### src/rtl/button_led_pkg.sv
// rtl/button_led_pkg.sv - shared types and helpers for the button/LED front-end
package button_led_pkg;

  // Per-LED drive source selected by the PIO
  typedef enum logic [1:0] {
    LED_MODE_SW     = 2'b00,
    LED_MODE_FOLLOW = 2'b01,
    LED_MODE_BLINK  = 2'b10,
    LED_MODE_TOGGLE = 2'b11
  } led_mode_t;

  // Number of bits needed to hold values 0..value-1 (at least 1)
  function automatic int clog2(input int value);
    int r;
    r = 0;
    while ((64'd1 << r) < 64'(value)) r++;
    return (r < 1) ? 1 : r;
  endfunction

endpackage

### src/rtl/button_led_io_if.sv
// rtl/button_led_io_if.sv - button/LED signal bundle between board pins, PIO and front-end
interface button_led_io_if #(
  parameter int N_BUTTONS = 4,
  parameter int N_LEDS    = 4
);

  logic [N_BUTTONS-1:0] button;
  logic [N_BUTTONS-1:0] btn_level;
  logic [N_BUTTONS-1:0] btn_press;
  logic [N_BUTTONS-1:0] btn_release;
  logic [2*N_LEDS-1:0]  led_mode;
  logic [N_LEDS-1:0]    led_sw;
  logic [N_LEDS-1:0]    led;

  // Board/PIO side: drives pins and LED controls, observes button events
  modport master (
    output button, led_mode, led_sw,
    input  btn_level, btn_press, btn_release, led
  );

  // Front-end side
  modport slave (
    input  button, led_mode, led_sw,
    output btn_level, btn_press, btn_release, led
  );

endinterface

### src/rtl/button_debounce.sv
// rtl/button_debounce.sv - single-channel synchroniser, polarity fix and debouncer
module button_debounce
  import button_led_pkg::*;
#(
  parameter int DEBOUNCE_CYCLES = 500000,
  parameter bit ACTIVE_LOW      = 1'b1
) (
  input  logic clock,
  input  logic reset,
  input  logic button,
  output logic btn_level,
  output logic btn_press,
  output logic btn_release
);

  localparam int            CW         = clog2(DEBOUNCE_CYCLES + 1);
  localparam logic [CW-1:0] CNT_LAST   = CW'(DEBOUNCE_CYCLES - 1);
  // Raw pin level when the button is not pressed
  localparam logic          IDLE_LEVEL = ACTIVE_LOW;

  logic          sync1;
  logic          sync2;
  logic          sync_n;
  logic [CW-1:0] cnt;

  // Two-flop synchroniser; reset loads the not-pressed level so no false press appears
  always_ff @(posedge clock) begin
    if (reset) begin
      sync1 <= IDLE_LEVEL;
      sync2 <= IDLE_LEVEL;
    end else begin
      sync1 <= button;
      sync2 <= sync1;
    end
  end

  // Normalise to 1 = pressed
  assign sync_n = sync2 ^ ACTIVE_LOW;

  // Accept a new level only after it has differed for DEBOUNCE_CYCLES consecutive cycles
  always_ff @(posedge clock) begin
    if (reset) begin
      cnt         <= '0;
      btn_level   <= 1'b0;
      btn_press   <= 1'b0;
      btn_release <= 1'b0;
    end else begin
      btn_press   <= 1'b0;
      btn_release <= 1'b0;
      if (sync_n == btn_level) begin
        cnt <= '0;
      end else if (cnt == CNT_LAST) begin
        btn_level   <= sync_n;
        btn_press   <= sync_n;
        btn_release <= ~sync_n;
        cnt         <= '0;
      end else begin
        cnt <= cnt + CW'(1);
      end
    end
  end

endmodule

### src/rtl/button_led_io.sv
// rtl/button_led_io.sv - debounced buttons with press/release pulses and four-mode LED drive
module button_led_io
  import button_led_pkg::*;
#(
  parameter int N_BUTTONS         = 4,
  parameter int N_LEDS            = 4,
  parameter int DEBOUNCE_CYCLES   = 500000,
  parameter int BLINK_HALF_PERIOD = 12500000,
  parameter bit BUTTON_ACTIVE_LOW = 1'b1
) (
  input logic             clock,
  input logic             reset,
  button_led_io_if.slave  bus
);

  localparam int            BW         = clog2(BLINK_HALF_PERIOD + 1);
  localparam logic [BW-1:0] BLINK_LAST = BW'(BLINK_HALF_PERIOD - 1);

  logic [N_BUTTONS-1:0] level_w;
  logic [N_BUTTONS-1:0] press_w;
  logic [N_BUTTONS-1:0] release_w;
  logic [N_LEDS-1:0]    led_w;
  logic [BW-1:0]        blink_cnt;
  logic                 blink_phase;

  for (genvar g = 0; g < N_BUTTONS; g++) begin : g_btn
    button_debounce #(
      .DEBOUNCE_CYCLES (DEBOUNCE_CYCLES),
      .ACTIVE_LOW      (BUTTON_ACTIVE_LOW)
    ) u_debounce (
      .clock       (clock),
      .reset       (reset),
      .button      (bus.button[g]),
      .btn_level   (level_w[g]),
      .btn_press   (press_w[g]),
      .btn_release (release_w[g])
    );
  end

  assign bus.btn_level   = level_w;
  assign bus.btn_press   = press_w;
  assign bus.btn_release = release_w;
  assign bus.led         = led_w;

  // Shared blink timebase; phase flips on every wrap, independent of LED modes
  always_ff @(posedge clock) begin
    if (reset) begin
      blink_cnt   <= '0;
      blink_phase <= 1'b0;
    end else if (blink_cnt == BLINK_LAST) begin
      blink_cnt   <= '0;
      blink_phase <= ~blink_phase;
    end else begin
      blink_cnt <= blink_cnt + BW'(1);
    end
  end

  for (genvar i = 0; i < N_LEDS; i++) begin : g_led
    // LEDs beyond the button count wrap onto the button channels
    localparam int J = i % N_BUTTONS;

    logic       tog_q;
    logic       tog_next;
    logic       led_q;
    logic [1:0] mode_bits;

    assign tog_next  = tog_q ^ press_w[J];
    assign mode_bits = bus.led_mode[2*i +: 2];
    assign led_w[i]  = led_q;

    // Toggle state runs in every mode; the LED shows the post-press value so it moves one cycle after the pulse
    always_ff @(posedge clock) begin
      if (reset) begin
        tog_q <= 1'b0;
        led_q <= 1'b0;
      end else begin
        tog_q <= tog_next;
        case (led_mode_t'(mode_bits))
          LED_MODE_SW:     led_q <= bus.led_sw[i];
          LED_MODE_FOLLOW: led_q <= level_w[J];
          LED_MODE_BLINK:  led_q <= blink_phase;
          LED_MODE_TOGGLE: led_q <= tog_next;
        endcase
      end
    end
  end

endmodule

### src/flat_wrapper.sv
// flat-port wrapper written by rule: the top's interface ports become plain ports
module button_led_io_flat import button_led_pkg::*;
#(
  parameter int N_BUTTONS         = 4,
  parameter int N_LEDS            = 4,
  parameter int DEBOUNCE_CYCLES   = 500000,
  parameter int BLINK_HALF_PERIOD = 12500000,
  parameter bit BUTTON_ACTIVE_LOW = 1'b1
)
  (clock, reset, bus_button, bus_led_mode, bus_led_sw, bus_btn_level, bus_btn_press, bus_btn_release, bus_led);
  button_led_io_if #(.N_BUTTONS(N_BUTTONS), .N_LEDS(N_LEDS)) bus_i ();
  input logic clock;
  input logic reset;
  input wire logic [$bits(bus_i.button)-1:0] bus_button;
  input wire logic [$bits(bus_i.led_mode)-1:0] bus_led_mode;
  input wire logic [$bits(bus_i.led_sw)-1:0] bus_led_sw;
  output wire logic [$bits(bus_i.btn_level)-1:0] bus_btn_level;
  output wire logic [$bits(bus_i.btn_press)-1:0] bus_btn_press;
  output wire logic [$bits(bus_i.btn_release)-1:0] bus_btn_release;
  output wire logic [$bits(bus_i.led)-1:0] bus_led;
  assign bus_i.button = bus_button;
  assign bus_i.led_mode = bus_led_mode;
  assign bus_i.led_sw = bus_led_sw;
  assign bus_btn_level = bus_i.btn_level;
  assign bus_btn_press = bus_i.btn_press;
  assign bus_btn_release = bus_i.btn_release;
  assign bus_led = bus_i.led;
  button_led_io #(.N_BUTTONS(N_BUTTONS), .N_LEDS(N_LEDS), .DEBOUNCE_CYCLES(DEBOUNCE_CYCLES), .BLINK_HALF_PERIOD(BLINK_HALF_PERIOD), .BUTTON_ACTIVE_LOW(BUTTON_ACTIVE_LOW)) u_core (.clock(clock), .reset(reset), .bus(bus_i));
endmodule
### config.mk
export PLATFORM = sky130hd
export DESIGN_NAME = button_led_io_flat
export DESIGN_NICKNAME = d
export VERILOG_FILES = /design/src/rtl/button_led_pkg.sv /design/src/rtl/button_led_io_if.sv /design/src/rtl/button_debounce.sv /design/src/rtl/button_led_io.sv /design/src/flat_wrapper.sv
export SDC_FILE = /design/constraint.sdc
export NUM_CORES = 1
export LEC_CHECK = 0
export ABC_CLOCK_PERIOD_IN_PS = 1950
export BUFFER_PORTS_ARGS = -buffer_cell sky130_fd_sc_hd__buf_2
export CAP_MARGIN = 20
export CORE_MARGIN = 5
export CORE_UTILIZATION = 57
export CTS_BUF_LIST = sky130_fd_sc_hd__clkbuf_4
export DETAILED_ROUTE_END_ITERATION = 8
export PLACE_DENSITY = 0.89
export SLEW_MARGIN = 0
export SYNTH_ARGS = -nofsm -noshare
export SYNTH_HDL_FRONTEND = slang
export SYNTH_SLANG_ARGS = --single-unit
### constraint.sdc
create_clock -name clock -period 1.95 [get_ports clock]
set_input_delay 0.195 -clock clock [delete_from_list [all_inputs] [get_ports clock]]
set_output_delay 0.195 -clock clock [all_outputs]
set_load 0.01 [all_outputs]
* Word-level counts from Yosys, hierarchy flattened
Index checks and enable logic that the tools add are counted.
** Storage, ports and cells
- Register bits after elaboration :: 129
- Latch bits :: 0
- RAM bits :: 0
- Bits in read-only memories :: 0
- Input bits :: 18
- Output and inout bits :: 16
- Logic and storage cells :: 98
- Memories :: 0
** Cells by class
- $add $sub $neg :: 5
- Multiply operators :: 0
- Divide/modulo/power cells :: 0
- Order comparisons :: 0
- Eq/ne operators :: 21
- Shifts and indexed selects :: 0
- Mux-type cells :: 4
- Bitwise gates (word level) :: 17
- Reduce and logical (&&, ||, !) cells :: 17
** Operators by type and width (count)
- $add 19x1->19 const B :: 4
- $eq 19x19->1 const B :: 4
- $add 24x1->24 const B :: 1
- $eq 24x24->1 const B :: 1
- $reduce_or 3->1 :: 8
- $eq 2x2->1 const B :: 8
- $pmux 1 s4 :: 4
- $not 1->1 :: 13
- $eq 2x1->1 const B :: 4
- $logic_not 2->1 :: 4
- $reduce_and 2->1 :: 4
- $eq 1x1->1 :: 4
- $xor 1x1->1 :: 4
- $reduce_or 2->1 :: 1

* Longest topological paths before layout
Gate-level depths: netlist of the first run.
- Depth in word-level cells :: 4
- Mapped depth :: 8
- Gate-level depth less buffers :: 5

* Modules after synthesis
A second synthesis of the first run with hierarchy kept.
** Unflattened totals
- Cells, all modules :: 643
- Area total of the unflattened synthesis :: 5735.5 µm²
** By module, submodules not included
- button_debounce :: instances 4, cells an instance 117, area an instance 1056.0 µm², seq. area each 480.5 µm²
- button_led_io :: instances 1, cells an instance 175, area an instance 1511.4 µm², seq. area each 660.6 µm²

* Worst setup path after synthesis of the first run
No wires, ideal clock.
- Path kind :: register to register
- From :: reg u_core.g_btn[1].u_debounce.cnt[14]
- To :: reg u_core.g_btn[1].u_debounce.cnt[11]
- Setup time :: 0.115 ns
- Arrival :: 1.813 ns
- Required time :: 1.835 ns
- Path slack :: 0.022 ns
- Cell stages (with the launch flop) :: 7
- Buffers on the path :: 2
- Period minus slack after synthesis :: 1.928 ns
- Cells stage by stage :: dfxtp_1 -> or4b_2 -> nor4_2 -> a21o_1 -> buf_4 -> buf_6 -> nor2_1
** Between the ends
- Cells in the longest elaborated chain, start to end :: 2
** Ends and longest elaborated chain
- start: declaration :: line button_debounce.sv:24 : logic [CW-1:0] cnt;
- start signal: assignment :: line button_debounce.sv:58 : cnt <= cnt + CW'(1);
- $eq 19x19->1 :: line button_debounce.sv:52 : end else if (cnt == CNT_LAST) begin
- $reduce_or 3->1 (no source line)
No other way between the ends.
A chain may end at the register's enable or synchronous reset.

* Worst setup path after layout of the first run
- From :: reg u_core.g_btn[1].u_debounce.cnt[1]
- To :: reg u_core.g_btn[1].u_debounce.cnt[18]
** Between the ends
- Cells in the longest elaborated chain, start to end :: 2
- Elaborated cells on any way between the ends :: 3
- Those cells by class :: add/sub: 1; eq/ne: 1; reduce/logical: 1
** Ends and longest elaborated chain
- branches (longest 2 deep; another with $add 19x1->19)
Parallel ways; which one is timed is not known.

==> flow_summary.ini, run 1 <==
[sta]
min_period_over_period_pct = 96.6
whs_ns = 0.0343
final.setup.tns_ns = 0
min_period_ns = 1.88
slew_headroom_pct = 71.1
worst_slew_pin_slew_ns = 0.433
setup_violations = 0
drv_slew = 0
fin_skew_ns = 0.0169
hold_viol_final = 0
rsz0062_at_grt = false
max_freq_mhz = 531

[grt]
antenna_found_initial = 0
grt_max_degree = 24
grt_pass1_wl_um = 20500
grt_overflow_total = 0
track_usage_pct = 21.5
grt_pass1_vias = 4661

[critical_path]
cp_slowest_cell = or4_4
critPathMaxStageDelay_ns = 0.59
arrival_ns = 2.36
required_ns = 2.43
cp-end-kind = flip-flop
critical_path.max_fanout = 4
path_class = flip-flop to flip-flop
crit_start = u_core.g_btn[1].u_debounce.cnt[1]
crit_path_start_kind = flip-flop
worst_r2r_startpoint = u_core.g_btn[1].u_debounce.cnt[1]
path_cells = ha_2 > nand4_1 > or4_4 > or3_1 > a21oi_1

[die]
fp-row-count = 36
die_area_um2 = 12000
initial_core_util_pct = 58.3
die_w_um = 110
die_h_um = 110
top_level_ports = 34
core_um2 = 9730

[cells_and_area]
fin_area_um2 = 6460
final_util_pct = 66.4
area_growth_pct = 13.9
fin_nets = 714
nFillCells = 747
drive_gt1_share_pct = 18.8
n_antenna_cell = 0

[synth]
ys_seq_elements = 129
synth_top_area_share_pct = 45.5
syn_avg_cell_area_um2 = 8.97
yosysWarnings = 0
synth_area_leaders = dfxtp_1 (46%), xor2_1 (5.7%), nor2_1 (5.6%), xnor2_1 (5.4%), nand4_1 (3.4%)
syn_area_um2 = 5670
yosysUniqueCellTypes = 44
synth-edff-count = 0
synthArstFlopShare_pct = 0
yosysTopAreaCell = dfxtp_1
synthesis.nets = 655
yosysSeqAreaShare_pct = 45.5
syn_inst = 632
synth_ff_type = dfxtp_1

[placed_design]
placed_area_um2 = 6040
io_buffers = 33
gp_congestion = 0.846
post-dp-hpwl_um = 8760

[cts]
htree_levels = 4
cts_buffer_depth = 2
cts_root_buf = clkbuf_4
cts.sinks = 129
cts_tree = done
cts_made_buffers = 17
clk_latency_ns = 0.55
clkTransAtPathRegs_ns = 0.11

[drt]
drtPass1Iterations = 5
drc_errors = 0
vias = 4781
drtIter0Drc = 378
antenna_left = 0
wirelength_um = 12500
viasPerCell = 5.73
wl_per_cell_um = 15.0

[power]
power_uw = 4400
max-vdd-ir-drop_mv = 0.434
p_per_area_nw_per_um2 = 681
leakagePower_uw = 0.00216

[status]
status = finished clean

[worst_hold_path]
hp-class = input port to flip-flop
hold_path.startpoint = bus_led_mode[2]

[run]
drv_cap = 0
[cell usage in the layout (no fill, tap or decap), drive strengths merged, types with 3 or more instances in the layout]
cell type    synthesis  final
dlygate4sd3          0     11
nor3                15     15
ha                   5      5
xor2                37     37
nor2                84     84
or3                 18     18
nor4                14     14
buf                 25     67
dfxtp              129    129
clkbuf              13     17
xnor2               35     35
clkinvlp             0      4
or4b                 5      5
nand4               32     32
nand3               32     32
a311oi               4      4
a21oi               31     31
and4                13     13
nor4b                3      3
and3                 7      7
o21ai               21     21
or2                  9      9
o31ai               10     10
clkinv               0      7
a211oi               8      8
or4                 14     14
nor2b                4      4
nand2               38     38
inv                 12     13
[worst max-delay path, delay by kind of cell (launching register included)]
kind	cells	cell delay [ns]
and+or+nand+nor	3	1.07
DFF	1	0.37
adders and majority gates	1	0.23
AOI/OAI and AO/OA	1	0.15
[sequential cells by signal (all words and copies together), names as in the netlist]
signal	count
u_core.g_btn.u_debounce.cnt	76
u_core.blink_cnt	24
u_core.g_btn.u_debounce.btn_level	4
u_core.g_btn.u_debounce.btn_press	4
u_core.g_btn.u_debounce.btn_release	4
u_core.g_btn.u_debounce.sync1	4
u_core.g_btn.u_debounce.sync2	4
u_core.g_led.led_q	4
u_core.g_led.tog_q	4
u_core.blink_phase	1
[worst paths after layout]
check	to	slack [ns]	depth (start not counted)
worst min register to register	u_core.g_btn[1].u_debounce.sync2	0.43	1
worst min-delay path	u_core.g_led[1].led_q	0.03	4
worst max register to register	u_core.g_btn[1].u_debounce.cnt[18]	0.07	5
worst max-delay path	u_core.g_btn[1].u_debounce.cnt[18]	0.07	5
[where the power goes]
group / switching, uW / internal [uW]
clock network: 983 / 616
registers: 16.7 / 2650
logic: 67.0 / 64.9
total: 1070 / 3330
[logic make-up after synthesis]
kind of cell | count (synthesis) | share of synthesized area [%]
XOR/XNOR | 72 | 11.1
buffers and inverters | 50 | 4.81
AO/OA/AOI/OAI | 79 | 8.36
adder cells (fa/ha/maj) | 5 | 1.10
AND/OR/NAND/NOR | 297 | 29.1
flip-flops | 129 | 45.5
[metrics by stage]
step | setup slack [ns] | instances
finish | 0.0658 | 835
global route | 0.00211 | 835
CTS | 0.00923 | 833
detailed placement | 0.0226 | 792
global placement | 0.0873 | 792
floorplan | 0.0219 | 632
[routing by layer]
| layer | GRT usage [%] | vias to the layer above | part of all wire (%) |
|---|---|---|---|
| li1 | - | 2362 | - |
| met1 | 24.6 | 2236 | 41 |
| met2 | 38.6 | 159 | 51 |
| met3 | 6.17 | 24 | 6.1 |
| met4 | 6.59 | 0 | 1.5 |
| met5 | 0 | - | 0 |
[Yosys cell counts (all sizes together) (2+ instances only)]
master,instances
nand4,32
dfxtp,129
and3,7
ha,5
or3,18
a211oi,8
nor4b,3
xor2,37
xnor2,35
o21ai,21
and4,13
or2,9
a211o,2
a311oi,4
or4bb,2
or4,14
clkbuf,13
o31ai,10
nand2b,2
nor2b,4
nor3,15
or4b,5
buf,25
nand2,38
a21oi,31
nand3,32
inv,12
nor4,14
a21o,2
nor2,84
[final cells by class]
class	count	area, um^2	area share (%)
multi-input combinational	453	2850	44.1
sequential	129	2600	40.2
timing repair buffer	78	556	8.60
tap	133	166	2.58
clock buffer	17	128	1.98
clock inverter	13	118	1.82
inverter	12	45.0	0.698
[repair_timing]
item / in CTS / in global routing
resized for setup: 1 / 18
endpoints found under the setup margin: 1 / 33
hold endpoints to repair: 8 / 0
pin swaps: 0 / 3
buffers inserted: 0 / 2
hold buffers: 11 / 0
Power figures use the tool's default switching activity.
==> run 2: changes to the inputs <==
--- a/config.mk
+++ b/config.mk
@@ -9,10 +9,9 @@
 export BUFFER_PORTS_ARGS = -buffer_cell sky130_fd_sc_hd__buf_2
 export CAP_MARGIN = 20
 export CORE_MARGIN = 5
-export CORE_UTILIZATION = 57
-export CTS_BUF_LIST = sky130_fd_sc_hd__clkbuf_4
+export CORE_UTILIZATION = 54
 export DETAILED_ROUTE_END_ITERATION = 8
-export PLACE_DENSITY = 0.89
+export PLACE_DENSITY = 0.86
 export SLEW_MARGIN = 0
 export SYNTH_ARGS = -nofsm -noshare
 export SYNTH_HDL_FRONTEND = slang
==> flow_summary.ini, run 2 (synthesis gave the netlist of run 1 again) <==
[grt]
grt_pass1_wl_um = 20900
grt_max_degree = 24
track_usage_pct = 20.1
grt_overflow_total = 0
grt_pass1_vias = 4637
antenna_found_initial = 0

[die]
die_w_um = 112
fp-row-count = 37
initial_core_util_pct = 55.2
core_um2 = 10300
top_level_ports = 34
die_h_um = 112
die_area_um2 = 12700

[worst_hold_path]
hold_path_depth = 4
hp-class = input port to flip-flop
hold_end = u_core.g_led[2].led_q
hold_path.startpoint = bus_led_mode[4]

[sta]
drv_slew = 0
slew_headroom_pct = 66.3
fin_skew_ns = 0.00468
timing.final.ws_setup_ns = 0.0870
rsz0062_at_grt = false
hold_viol_final = 0
min_period_ns = 1.86
final.setup.tns_ns = 0
worst_slew_pin_slew_ns = 0.505
max_freq_mhz = 537
setup_violations = 0
min_period_over_period_pct = 95.5

[placed_design]
post-dp-hpwl_um = 8250
io_buffers = 33
dp_worst_setup_slack_ns = 0.0116
placed_area_um2 = 6050
gp_congestion = 0.876

[critical_path]
arrival_ns = 2.29
cp_slowest_cell = or4bb_4
required_ns = 2.38
critPathMaxStageDelay_ns = 0.57
regToRegSetupSlack_ns = 0.09
timing.rr.end = u_core.g_btn[1].u_debounce.btn_level
critical_path.max_fanout = 3
crit_path_start_kind = flip-flop
path_class = flip-flop to flip-flop
path_cells = or4bb_4 > nor4_4 > buf_4 > a21oi_1 > a311oi_1
cp-end-kind = flip-flop
rr_worst_depth = 5
worst_r2r_startpoint = u_core.g_btn[1].u_debounce.cnt[8]

[drt]
drtPass1Iterations = 4
wirelength_um = 12200
drc_errors = 0
vias = 4738
viasPerCell = 5.65
antenna_left = 0
wl_per_cell_um = 14.5
drtIter0Drc = 293

[cts]
cts_tree = done
clkTransAtPathRegs_ns = 0.06
cts_made_buffers = 17
cts.sinks = 129
htree_levels = 4
clk_latency_ns = 0.53
cts_root_buf = clkbuf_8
cts_buffer_depth = 2

[cells_and_area]
regMostFlops = u_core.g_btn.u_debounce.cnt
largest_reg_flops = 76
mostFrequentLayoutCell = dfxtp_1
regArea_um2 = 2590
n_antenna_cell = 0
layout_common_cells = dfxtp_1 (123), nor2_1 (84), nand2_1 (38)
fin_area_um2 = 6810
nFillCells = 792
fin_nets = 712
top_regs = u_core.g_btn.u_debounce.cnt x76, u_core.blink_cnt x24
drive_gt1_share_pct = 18.1
multi_input_area_um2 = 2840
area_growth_pct = 20.0

[power]
p_per_area_nw_per_um2 = 887
max-vdd-ir-drop_mv = 0.565
power_uw = 6040
leakagePower_uw = 0.00232

[status]
status = finished clean

[run]
drv_cap = 0
==> run 2: worst max path at each step <==
stage	startpoint	to	slack (ns)	depth (start not counted)
after CTS	u_core.g_btn[1].u_debounce.cnt[7]	u_core.g_btn[1].u_debounce.btn_level	0.03	5
final	u_core.g_btn[1].u_debounce.cnt[8]	u_core.g_btn[1].u_debounce.btn_level	0.09	5
after global placement	u_core.g_btn[1].u_debounce.cnt[7]	u_core.g_btn[1].u_debounce.btn_level	0.1	5
after floorplan	u_core.g_btn[1].u_debounce.cnt[14]	u_core.g_btn[1].u_debounce.cnt[11]	0.02	6
after detailed placement	u_core.g_btn[1].u_debounce.cnt[7]	u_core.g_btn[1].u_debounce.btn_level	0.01	5
after global routing	u_core.g_btn[1].u_debounce.cnt[8]	u_core.g_btn[1].u_debounce.btn_level	0.003	5
==> run 2: repair_timing <==
action / in CTS / in global routing
setup buffers: 0 / 4
gates resized for setup: 1 / 11
hold buffers: 8 / 0
endpoints found under the hold margin: 8 / 0
endpoints found under the setup margin: 1 / 27
pin swaps: 1 / 4
==> run 2: layer usage <==
| layer | part of all wire (%) | routed length, um | track usage (%) | vias up |
|---|---|---|---|---|
| met1 | 42 | 5170 | 22.9 | 2243 |
| met5 | 0 | 0 | 0 | - |
| met2 | 50 | 6140 | 34.6 | 106 |
| met4 | 2.3 | 280 | 8.41 | 0 |
| li1 | - | - | - | 2361 |
| met3 | 4.8 | 588 | 6.68 | 28 |
==> run 2: area by class of cell <==
cell class,count,area share (%)
inverters,12,0.662
clock buffers,22,6.66
flip-flops and latches,129,38.1
well taps,136,2.50
repair buffers,76,8.02
multi-input cells,453,41.8
clock inverters,10,2.32
==> run 2: worst max-delay path: cells and delay by family, from the launching register on <==
family / cells / cell delay [ns]
buf+inv: 1 / 0.16
compound gates: 2 / 0.33
flops: 1 / 0.40
simple gates: 2 / 0.88
==> run 2: per-stage QoR <==
step | std cells | util, % | hold slack, ns
detailed placement | 794 | 58.9 | 0.379
CTS | 834 | 65.7 | 0.00715
global route | 838 | 66.2 | 0.0436
floorplan | 632 | - | 0.294
finish | 838 | 66.2 | 0.0240
global placement | 794 | 58.9 | 0.378
==> run 2: power breakdown <==
group,internal (uW),total (uW),switching [uW]
Combinational,61.1,128,67.0
Clock,2140,3240,1100
Sequential,2660,2670,13.7
Total,4850,6040,1180
